`src/rtl/csr_trap_sequencer_pkg.sv`:
```
// -----------------------------------------------------------------------------
// csr_trap_sequencer_pkg
// Shared definitions for the CSR trap sequencer:
//   - machine-mode CSR addresses touched by trap entry and MRET
//   - mstatus bit positions used by the read-modify-write steps
//   - sequencer FSM state encoding
// -----------------------------------------------------------------------------
package csr_trap_sequencer_pkg;

    localparam logic [11:0] CSR_MSTATUS = 12'h300;
    localparam logic [11:0] CSR_MTVEC   = 12'h305;
    localparam logic [11:0] CSR_MEPC    = 12'h341;
    localparam logic [11:0] CSR_MCAUSE  = 12'h342;
    localparam logic [11:0] CSR_MTVAL   = 12'h343;

    localparam int MSTATUS_MIE    = 3;
    localparam int MSTATUS_MPIE   = 7;
    localparam int MSTATUS_MPP_LO = 11;
    localparam int MSTATUS_MPP_HI = 12;

    typedef enum logic [3:0] {
        ST_IDLE      = 4'd0,
        ST_T_MTVEC   = 4'd1,
        ST_T_MEPC    = 4'd2,
        ST_T_MCAUSE  = 4'd3,
        ST_T_MTVAL   = 4'd4,
        ST_T_MSTATUS = 4'd5,
        ST_R_MEPC    = 4'd6,
        ST_R_MSTATUS = 4'd7,
        ST_REDIRECT  = 4'd8
    } seq_state_e;

endpackage

```
`src/rtl/csr_trap_sequencer_port_mux.sv`:
```
// -----------------------------------------------------------------------------
// csr_trap_sequencer_port_mux
// Selects who drives the single CSR-file port: the pipeline when the
// sequencer is idle, the sequencer FSM while a sequence is running.
// Ports:
//   i_sel_seq                 1 = sequencer owns the port
//   i_core_addr/wdata/we      pipeline request (we already gated by grant)
//   i_seq_addr/wdata/we       sequencer request
//   o_addr/o_wdata/o_we       to the csr block
// -----------------------------------------------------------------------------
module csr_trap_sequencer_port_mux
    import csr_trap_sequencer_pkg::*;
#(
    parameter int XLEN       = 32,
    parameter int CSR_ADDR_W = 12
) (
    input  logic                  i_sel_seq,
    input  logic [CSR_ADDR_W-1:0] i_core_addr,
    input  logic [XLEN-1:0]       i_core_wdata,
    input  logic                  i_core_we,
    input  logic [CSR_ADDR_W-1:0] i_seq_addr,
    input  logic [XLEN-1:0]       i_seq_wdata,
    input  logic                  i_seq_we,
    output logic [CSR_ADDR_W-1:0] o_addr,
    output logic [XLEN-1:0]       o_wdata,
    output logic                  o_we
);

    // Port ownership select
    always_comb begin
        o_addr  = i_core_addr;
        o_wdata = i_core_wdata;
        o_we    = i_core_we;
        if (i_sel_seq) begin
            o_addr  = i_seq_addr;
            o_wdata = i_seq_wdata;
            o_we    = i_seq_we;
        end else begin
            o_addr  = i_core_addr;
            o_wdata = i_core_wdata;
            o_we    = i_core_we;
        end
    end

endmodule

```
`src/rtl/csr_trap_sequencer.sv`:
```
// -----------------------------------------------------------------------------
// csr_trap_sequencer
// Owns the CSR-file access port. Idle: pipeline Zicsr accesses pass through.
// Trap entry: mtvec read -> mepc/mcause/mtval writes -> mstatus RMW -> redirect.
// MRET: mepc read -> mstatus RMW -> redirect. o_redirect_valid is a one-cycle
// pulse carrying the trap target or mepc on o_redirect_pc.
// Ports:
//   i_clk, i_rst_n            clock, async active-low reset
//   i_trap_req/irq/code/pc/tval  trap request and cause data (sampled in IDLE)
//   i_mret_req                MRET request (sampled in IDLE)
//   i_core_csr_*/o_core_csr_* pipeline CSR access and grant/read data
//   o_csr_addr/wdata/we, i_csr_rdata  csr block port (combinational read)
//   o_busy                    sequence in progress
//   o_redirect_valid/pc       fetch redirect pulse and target
// Configuration macro: CSR_VECTORED_EN enables vectored interrupt targets
// (mtvec mode 01 with an interrupt jumps to base + 4*code).
// -----------------------------------------------------------------------------
module csr_trap_sequencer
    import csr_trap_sequencer_pkg::*;
#(
    parameter int         XLEN       = 32,
    parameter int         CSR_ADDR_W = 12,
    parameter logic [1:0] MPP_VALUE  = 2'b11
) (
    input  logic                  i_clk,
    input  logic                  i_rst_n,
    input  logic                  i_trap_req,
    input  logic                  i_trap_irq,
    input  logic [3:0]            i_trap_code,
    input  logic [XLEN-1:0]       i_trap_pc,
    input  logic [XLEN-1:0]       i_trap_tval,
    input  logic                  i_mret_req,
    input  logic                  i_core_csr_valid,
    input  logic [CSR_ADDR_W-1:0] i_core_csr_addr,
    input  logic [XLEN-1:0]       i_core_csr_wdata,
    input  logic                  i_core_csr_we,
    output logic                  o_core_csr_ready,
    output logic [XLEN-1:0]       o_core_csr_rdata,
    output logic [CSR_ADDR_W-1:0] o_csr_addr,
    output logic [XLEN-1:0]       o_csr_wdata,
    output logic                  o_csr_we,
    input  logic [XLEN-1:0]       i_csr_rdata,
    output logic                  o_busy,
    output logic                  o_redirect_valid,
    output logic [XLEN-1:0]       o_redirect_pc
);

    localparam logic [CSR_ADDR_W-1:0] A_MSTATUS = CSR_ADDR_W'(CSR_MSTATUS);
    localparam logic [CSR_ADDR_W-1:0] A_MTVEC   = CSR_ADDR_W'(CSR_MTVEC);
    localparam logic [CSR_ADDR_W-1:0] A_MEPC    = CSR_ADDR_W'(CSR_MEPC);
    localparam logic [CSR_ADDR_W-1:0] A_MCAUSE  = CSR_ADDR_W'(CSR_MCAUSE);
    localparam logic [CSR_ADDR_W-1:0] A_MTVAL   = CSR_ADDR_W'(CSR_MTVAL);
    localparam logic [XLEN-1:0]       ALIGN_MASK = ~(XLEN'(3));

    seq_state_e            r_state;
    seq_state_e            w_next_state;
    logic                  r_busy;
    logic                  r_redirect_valid;
    logic [XLEN-1:0]       r_redirect_pc;
    logic                  r_irq;
    logic [3:0]            r_code;
    logic [XLEN-1:0]       r_pc;
    logic [XLEN-1:0]       r_tval;

    logic                  w_idle;
    logic                  w_trap_accept;
    logic                  w_core_grant;
    logic [XLEN-1:0]       w_target;
    logic [CSR_ADDR_W-1:0] w_seq_addr;
    logic [XLEN-1:0]       w_seq_wdata;
    logic                  w_seq_we;

    assign w_idle        = (r_state == ST_IDLE);
    assign w_trap_accept = w_idle & i_trap_req;
    // A trap or MRET accepted in the same cycle steals the port from the pipeline.
    assign w_core_grant  = w_idle & i_core_csr_valid & ~i_trap_req & ~i_mret_req;

    assign o_core_csr_ready = w_core_grant;
    assign o_core_csr_rdata = i_csr_rdata;
    assign o_busy           = r_busy;
    assign o_redirect_valid = r_redirect_valid;
    assign o_redirect_pc    = r_redirect_pc;

    // Trap target from the mtvec value being read this cycle
    always_comb begin
        w_target = i_csr_rdata & ALIGN_MASK;
`ifdef CSR_VECTORED_EN
        if ((i_csr_rdata[1:0] == 2'b01) && r_irq) begin
            w_target = (i_csr_rdata & ALIGN_MASK) + (XLEN'(r_code) << 2);
        end else begin
            w_target = i_csr_rdata & ALIGN_MASK;
        end
`endif
    end

    // FSM state register plus registered busy/redirect flags
    always_ff @(posedge i_clk or negedge i_rst_n) begin
        if (!i_rst_n) begin
            r_state          <= ST_IDLE;
            r_busy           <= 1'b0;
            r_redirect_valid <= 1'b0;
        end else begin
            r_state          <= w_next_state;
            r_busy           <= (w_next_state != ST_IDLE);
            r_redirect_valid <= (w_next_state == ST_REDIRECT);
        end
    end

    // FSM next-state logic: trap wins over MRET; sequences run one CSR op per cycle
    always_comb begin
        w_next_state = ST_IDLE;
        case (r_state)
            ST_IDLE: begin
                if (i_trap_req) begin
                    w_next_state = ST_T_MTVEC;
                end else if (i_mret_req) begin
                    w_next_state = ST_R_MEPC;
                end else begin
                    w_next_state = ST_IDLE;
                end
            end
            ST_T_MTVEC:   w_next_state = ST_T_MEPC;
            ST_T_MEPC:    w_next_state = ST_T_MCAUSE;
            ST_T_MCAUSE:  w_next_state = ST_T_MTVAL;
            ST_T_MTVAL:   w_next_state = ST_T_MSTATUS;
            ST_T_MSTATUS: w_next_state = ST_REDIRECT;
            ST_R_MEPC:    w_next_state = ST_R_MSTATUS;
            ST_R_MSTATUS: w_next_state = ST_REDIRECT;
            ST_REDIRECT:  w_next_state = ST_IDLE;
            default:      w_next_state = ST_IDLE;
        endcase
    end

    // FSM outputs: sequencer side of the CSR port; mstatus RMW uses the same-cycle read
    always_comb begin
        w_seq_addr  = A_MSTATUS;
        w_seq_wdata = i_csr_rdata;
        w_seq_we    = 1'b0;
        case (r_state)
            ST_T_MTVEC: begin
                w_seq_addr = A_MTVEC;
            end
            ST_T_MEPC: begin
                w_seq_addr  = A_MEPC;
                w_seq_wdata = r_pc & ALIGN_MASK;
                w_seq_we    = 1'b1;
            end
            ST_T_MCAUSE: begin
                w_seq_addr  = A_MCAUSE;
                w_seq_wdata = {r_irq, {(XLEN-5){1'b0}}, r_code};
                w_seq_we    = 1'b1;
            end
            ST_T_MTVAL: begin
                w_seq_addr  = A_MTVAL;
                w_seq_wdata = r_tval;
                w_seq_we    = 1'b1;
            end
            ST_T_MSTATUS: begin
                w_seq_addr                                  = A_MSTATUS;
                w_seq_wdata[MSTATUS_MPIE]                   = i_csr_rdata[MSTATUS_MIE];
                w_seq_wdata[MSTATUS_MIE]                    = 1'b0;
                w_seq_wdata[MSTATUS_MPP_HI:MSTATUS_MPP_LO]  = MPP_VALUE;
                w_seq_we                                    = 1'b1;
            end
            ST_R_MEPC: begin
                w_seq_addr = A_MEPC;
            end
            ST_R_MSTATUS: begin
                w_seq_addr                                  = A_MSTATUS;
                w_seq_wdata[MSTATUS_MIE]                    = i_csr_rdata[MSTATUS_MPIE];
                w_seq_wdata[MSTATUS_MPIE]                   = 1'b1;
                w_seq_wdata[MSTATUS_MPP_HI:MSTATUS_MPP_LO]  = MPP_VALUE;
                w_seq_we                                    = 1'b1;
            end
            default: begin
                w_seq_we = 1'b0;
            end
        endcase
    end

    // Latch trap cause data on acceptance and the redirect target on its read step
    always_ff @(posedge i_clk or negedge i_rst_n) begin
        if (!i_rst_n) begin
            r_irq         <= 1'b0;
            r_code        <= 4'd0;
            r_pc          <= '0;
            r_tval        <= '0;
            r_redirect_pc <= '0;
        end else if (w_trap_accept) begin
            r_irq  <= i_trap_irq;
            r_code <= i_trap_code;
            r_pc   <= i_trap_pc;
            r_tval <= i_trap_tval;
        end else if (r_state == ST_T_MTVEC) begin
            r_redirect_pc <= w_target;
        end else if (r_state == ST_R_MEPC) begin
            r_redirect_pc <= i_csr_rdata;
        end
    end

    csr_trap_sequencer_port_mux #(
        .XLEN       (XLEN),
        .CSR_ADDR_W (CSR_ADDR_W)
    ) u_port_mux (
        .i_sel_seq    (r_busy),
        .i_core_addr  (i_core_csr_addr),
        .i_core_wdata (i_core_csr_wdata),
        .i_core_we    (w_core_grant & i_core_csr_we),
        .i_seq_addr   (w_seq_addr),
        .i_seq_wdata  (w_seq_wdata),
        .i_seq_we     (w_seq_we),
        .o_addr       (o_csr_addr),
        .o_wdata      (o_csr_wdata),
        .o_we         (o_csr_we)
    );

endmodule

```
`config.mk`:
```
export PLATFORM = sky130hd
export DESIGN_NAME = csr_trap_sequencer
export DESIGN_NICKNAME = d
export VERILOG_FILES = /design/src/rtl/csr_trap_sequencer_pkg.sv /design/src/rtl/csr_trap_sequencer_port_mux.sv /design/src/rtl/csr_trap_sequencer.sv
export SDC_FILE = /design/constraint.sdc
export NUM_CORES = 1
export LEC_CHECK = 0
export CORE_MARGIN = 2
export CORE_UTILIZATION = 40
export CTS_BUF_LIST = sky130_fd_sc_hd__clkbuf_2
export DETAILED_ROUTE_END_ITERATION = 6
export PLACE_DENSITY = 0.87
export SYNTH_ARGS = -nofsm -noshare
export SYNTH_HDL_FRONTEND = slang
export SYNTH_SLANG_ARGS = --single-unit
```
`constraint.sdc`:
```
create_clock -name i_clk -period 2.7 [get_ports i_clk]
set_clock_uncertainty 0.15 [all_clocks]
set_input_delay 0.54 -clock i_clk [delete_from_list [all_inputs] [get_ports i_clk]]
set_output_delay 0.54 -clock i_clk [all_outputs]
set_load 0.02 [all_outputs]
```
==> results.sh <==
export IMPL_yosysSeqAreaShare_pct=46.4
export IMPL_fin_crit_ps=2900
export IMPL_clk_pin_slew_ps=270
export IMPL_synthCells=485
export IMPL_setup_tns_ps=-4960
export IMPL_max_slew_margin_rel_pct=66.7
export IMPL_io_buffers=260
export IMPL_rows=43
export IMPL_cts_root_buffer="clkbuf_2"
export IMPL_drt_initial_drc_count=328
export IMPL_yosys_most_used_dff="dfrtp_1"
export IMPL_cp_end_kind="output pin"
export IMPL_ys_top_cells_by_count="dfrtp_1, mux2_2, buf_4"
export IMPL_wirelength_mm=18.6
export IMPL_routabilityCongestion=0.962
export IMPL_synth_top_area_share_pct=46.4
export IMPL_postRouteAntennaNets=0
export IMPL_synth_area_top_cells="dfrtp_1, mux2_2, mux2_4"
export IMPL_grt_pass1_wl_mm=26.9
export IMPL_yosysWarnings=0
export IMPL_drive_above_1_share_pct=33.4
export IMPL_grt_overflow=0
export IMPL_power_mw=11.4
export IMPL_crit_type="reg -> out"
export IMPL_async_flop_share_pct=100
export IMPL_dpl_hpwl_mm=13.3
export IMPL_tightest_slew_ps=499
export IMPL_syn_area_per_cell_um2=11.7
export IMPL_crit_path_start_kind="register"
export IMPL_drtPass1Iterations=5
export IMPL_fin_crit_sh_pct=107
export IMPL_clk_insertion_delay_late_ps=590
export IMPL_clock_sinks=105
export IMPL_max_stage_delay_ps=500
export IMPL_grt_start_max_net_pins=51
export IMPL_critical_path_cell_chain="nor3b_4 > buf_6 > a32oi_1 > or2_1 > a41oi_2 > buf_4"
export IMPL_initial_utilization_pct=40.9
export IMPL_viasPerCell=5.36
export IMPL_yosys_area_share_xor_xnor_pct=0.155
export IMPL_min_path_type="in -> async"
export IMPL_final_cells=944
export IMPL_worstPathMaxFanout=4
export IMPL_outcome="finished, violations left"
export IMPL_core_um2=13800
export IMPL_htree_levels=3
export IMPL_synth_most_common_cell="dfrtp_1"
export IMPL_final_util_pct=65.6
export IMPL_required_ps=2010
export IMPL_drv_cap=0
export IMPL_synth_adder_area_share_pct=0
export IMPL_rsz0062_at_grt="yes"
export IMPL_cts_tree="yes"
export IMPL_synth_fp_nets=636
export IMPL_final_nets=909
export IMPL_drv_slew=0
export IMPL_muxShareOfSynthArea_pct=21.5
export IMPL_place_inst=904
export IMPL_dieArea_um2=15100
export IMPL_grt_pass1_vias=5150
export IMPL_powerDensity_nw_per_um2=1260
export IMPL_whs_ps=265
export IMPL_netlist_area_um2=5660
export IMPL_violations="setup timing"
export IMPL_hold_violations=0
export IMPL_yosys_area_share_simple_pct=6.92
export IMPL_dieWidth_um=123
export IMPL_cts_made_buffers=9
export IMPL_synth_largest_area_cell="dfrtp_1"
export IMPL_area_growth_pct=60.2
export IMPL_ys_seq_elements=105
export IMPL_max_vdd_ir_drop_mv=0.592
export IMPL_synth_cell_types=44
export IMPL_fill_cells=1002
export IMPL_synth_top_family_by_area="multiplexers"
export IMPL_globalRouteTotalUtil_pct=23.5
export IMPL_synth_compound_area_share_pct=14.6
export IMPL_detail_route_wl_per_cell_um=19.7
export IMPL_final_setup_worst_slack_ps=-200
export IMPL_grt_antenna_before_repair=1
export IMPL_setup_viol=34
export IMPL_power_leakage_nw=3.95
export IMPL_cts_path_max_buffers=2
export IMPL_synth_edf_count=0
export IMPL_vias=5057
export IMPL_pin_count=263
export IMPL_clock_fmax_ghz=0.345
export IMPL_cp_slowest_cell="dfrtp_2"
export IMPL_die_height_um=123
export IMPL_worstPathArrival_ps=2210
export IMPL_route_detailed_drc=0
[logic make-up after synthesis]
family	after synthesis
multiplexers	98
XOR/XNOR	1
AND/OR/NAND/NOR	68
buffers and inverters	100
flip-flops	105
AO/OA/AOI/OAI	113
[registers in the layout, indices dropped and copies added, names as in the netlist]
name / count
o_busy: 1
o_redirect_pc: 32
o_redirect_valid: 1
r_code: 4
r_irq: 1
r_pc: 30
r_state: 4
r_tval: 32
[worst max-delay path: cells and delay by family, from the launching register on]
kind                   cells  cell delay, ps
and+or+nand+nor            2             580
AOI/OAI and AO/OA          2             230
DFF                        1             500
buffers and inverters      2             320
[through the flow]
step | cell area, µm² | setup WS, ps
3_3_place_gp | 8520 | -126
4_1_cts | 8800 | -244
6_report | 9060 | -200
5_1_grt | 9060 | -334
2_1_floorplan | 5660 | 447
3_5_place_dp | 8520 | -246
[report_power, final]
part / internal [mW] / switching, mW / total, mW / leakage (nW)
clock network: 0.220 / 0.506 / 0.726 / 0.0734
logic: 4.10 / 3.69 / 7.78 / 2.64
registers: 2.38 / 0.540 / 2.92 / 1.24
total: 6.70 / 4.73 / 11.4 / 3.95
[worst paths after layout]
path / from / end / slack [ps] / cells past startpoint
worst max-delay path: r_state[1] / o_csr_wdata[2] / -200 / 6
worst min-delay path: i_rst_n / r_tval[20] / 270 / 2
worst max register to register: r_state[1] / r_pc[29] / 420 / 8
worst min register to register: r_pc[2] / r_pc[2] / 380 / 1
max in group asynchronous: i_rst_n / o_busy / 1460 / 3
min in group i_clk: i_trap_pc[13] / r_pc[13] / 370 / 2
[metal layers]
metal | wire [µm] | part of all wire, % | up-vias | global-route usage [%]
met2 | 9540 | 51 | 237 | 41.2
met3 | 1130 | 6.1 | 45 | 3.64
met1 | 7350 | 40 | 2517 | 27.9
li1 | - | - | 2258 | -
met4 | 588 | 3.2 | 0 | 11.9
met5 | 0 | 0 | - | 0
[layout make-up]
class	instances	area (µm²)	share of cell area (%)
antenna	1	2.50	0.0276
inverter	30	120	1.33
clock inverter	4	43.8	0.483
clock buffer	12	60.1	0.663
multi-input combinational	280	2640	29.1
tap	180	225	2.48
sequential	105	2630	29.0
timing repair buffer	332	3340	36.9
[layout by cell type, fill, tap and decap left out, drive strengths merged, types with 2 or more instances in the layout]
cell,count
nand3,5
nor2,17
a41oi,5
or2,4
nand2,17
dlygate4sd2,7
a21o,3
a31oi,3
o21bai,2
o22ai,6
clkdlybuf4s50,212
dfrtp,105
clkbuf,16
o21ai,29
nor3b,2
nor2b,11
a211oi,2
mux2,98
a22o,24
clkinv,3
nor3,5
nand2b,4
a32oi,27
a21oi,8
buf,106
inv,30
[what timing repair did]
| item | 4_1_cts | 5_1_grt |
|---|---|---|
| setup endpoints to repair | 47 | 40 |
| resized for setup | 262 | 40 |
| hold buffers | 1 | 0 |
| hold endpoints to repair | 36 | 0 |
| cloned | 2 | 2 |
| pin swaps | 32 | 37 |
| setup buffers | 9 | 10 |
Power figures use the tool's default switching activity.
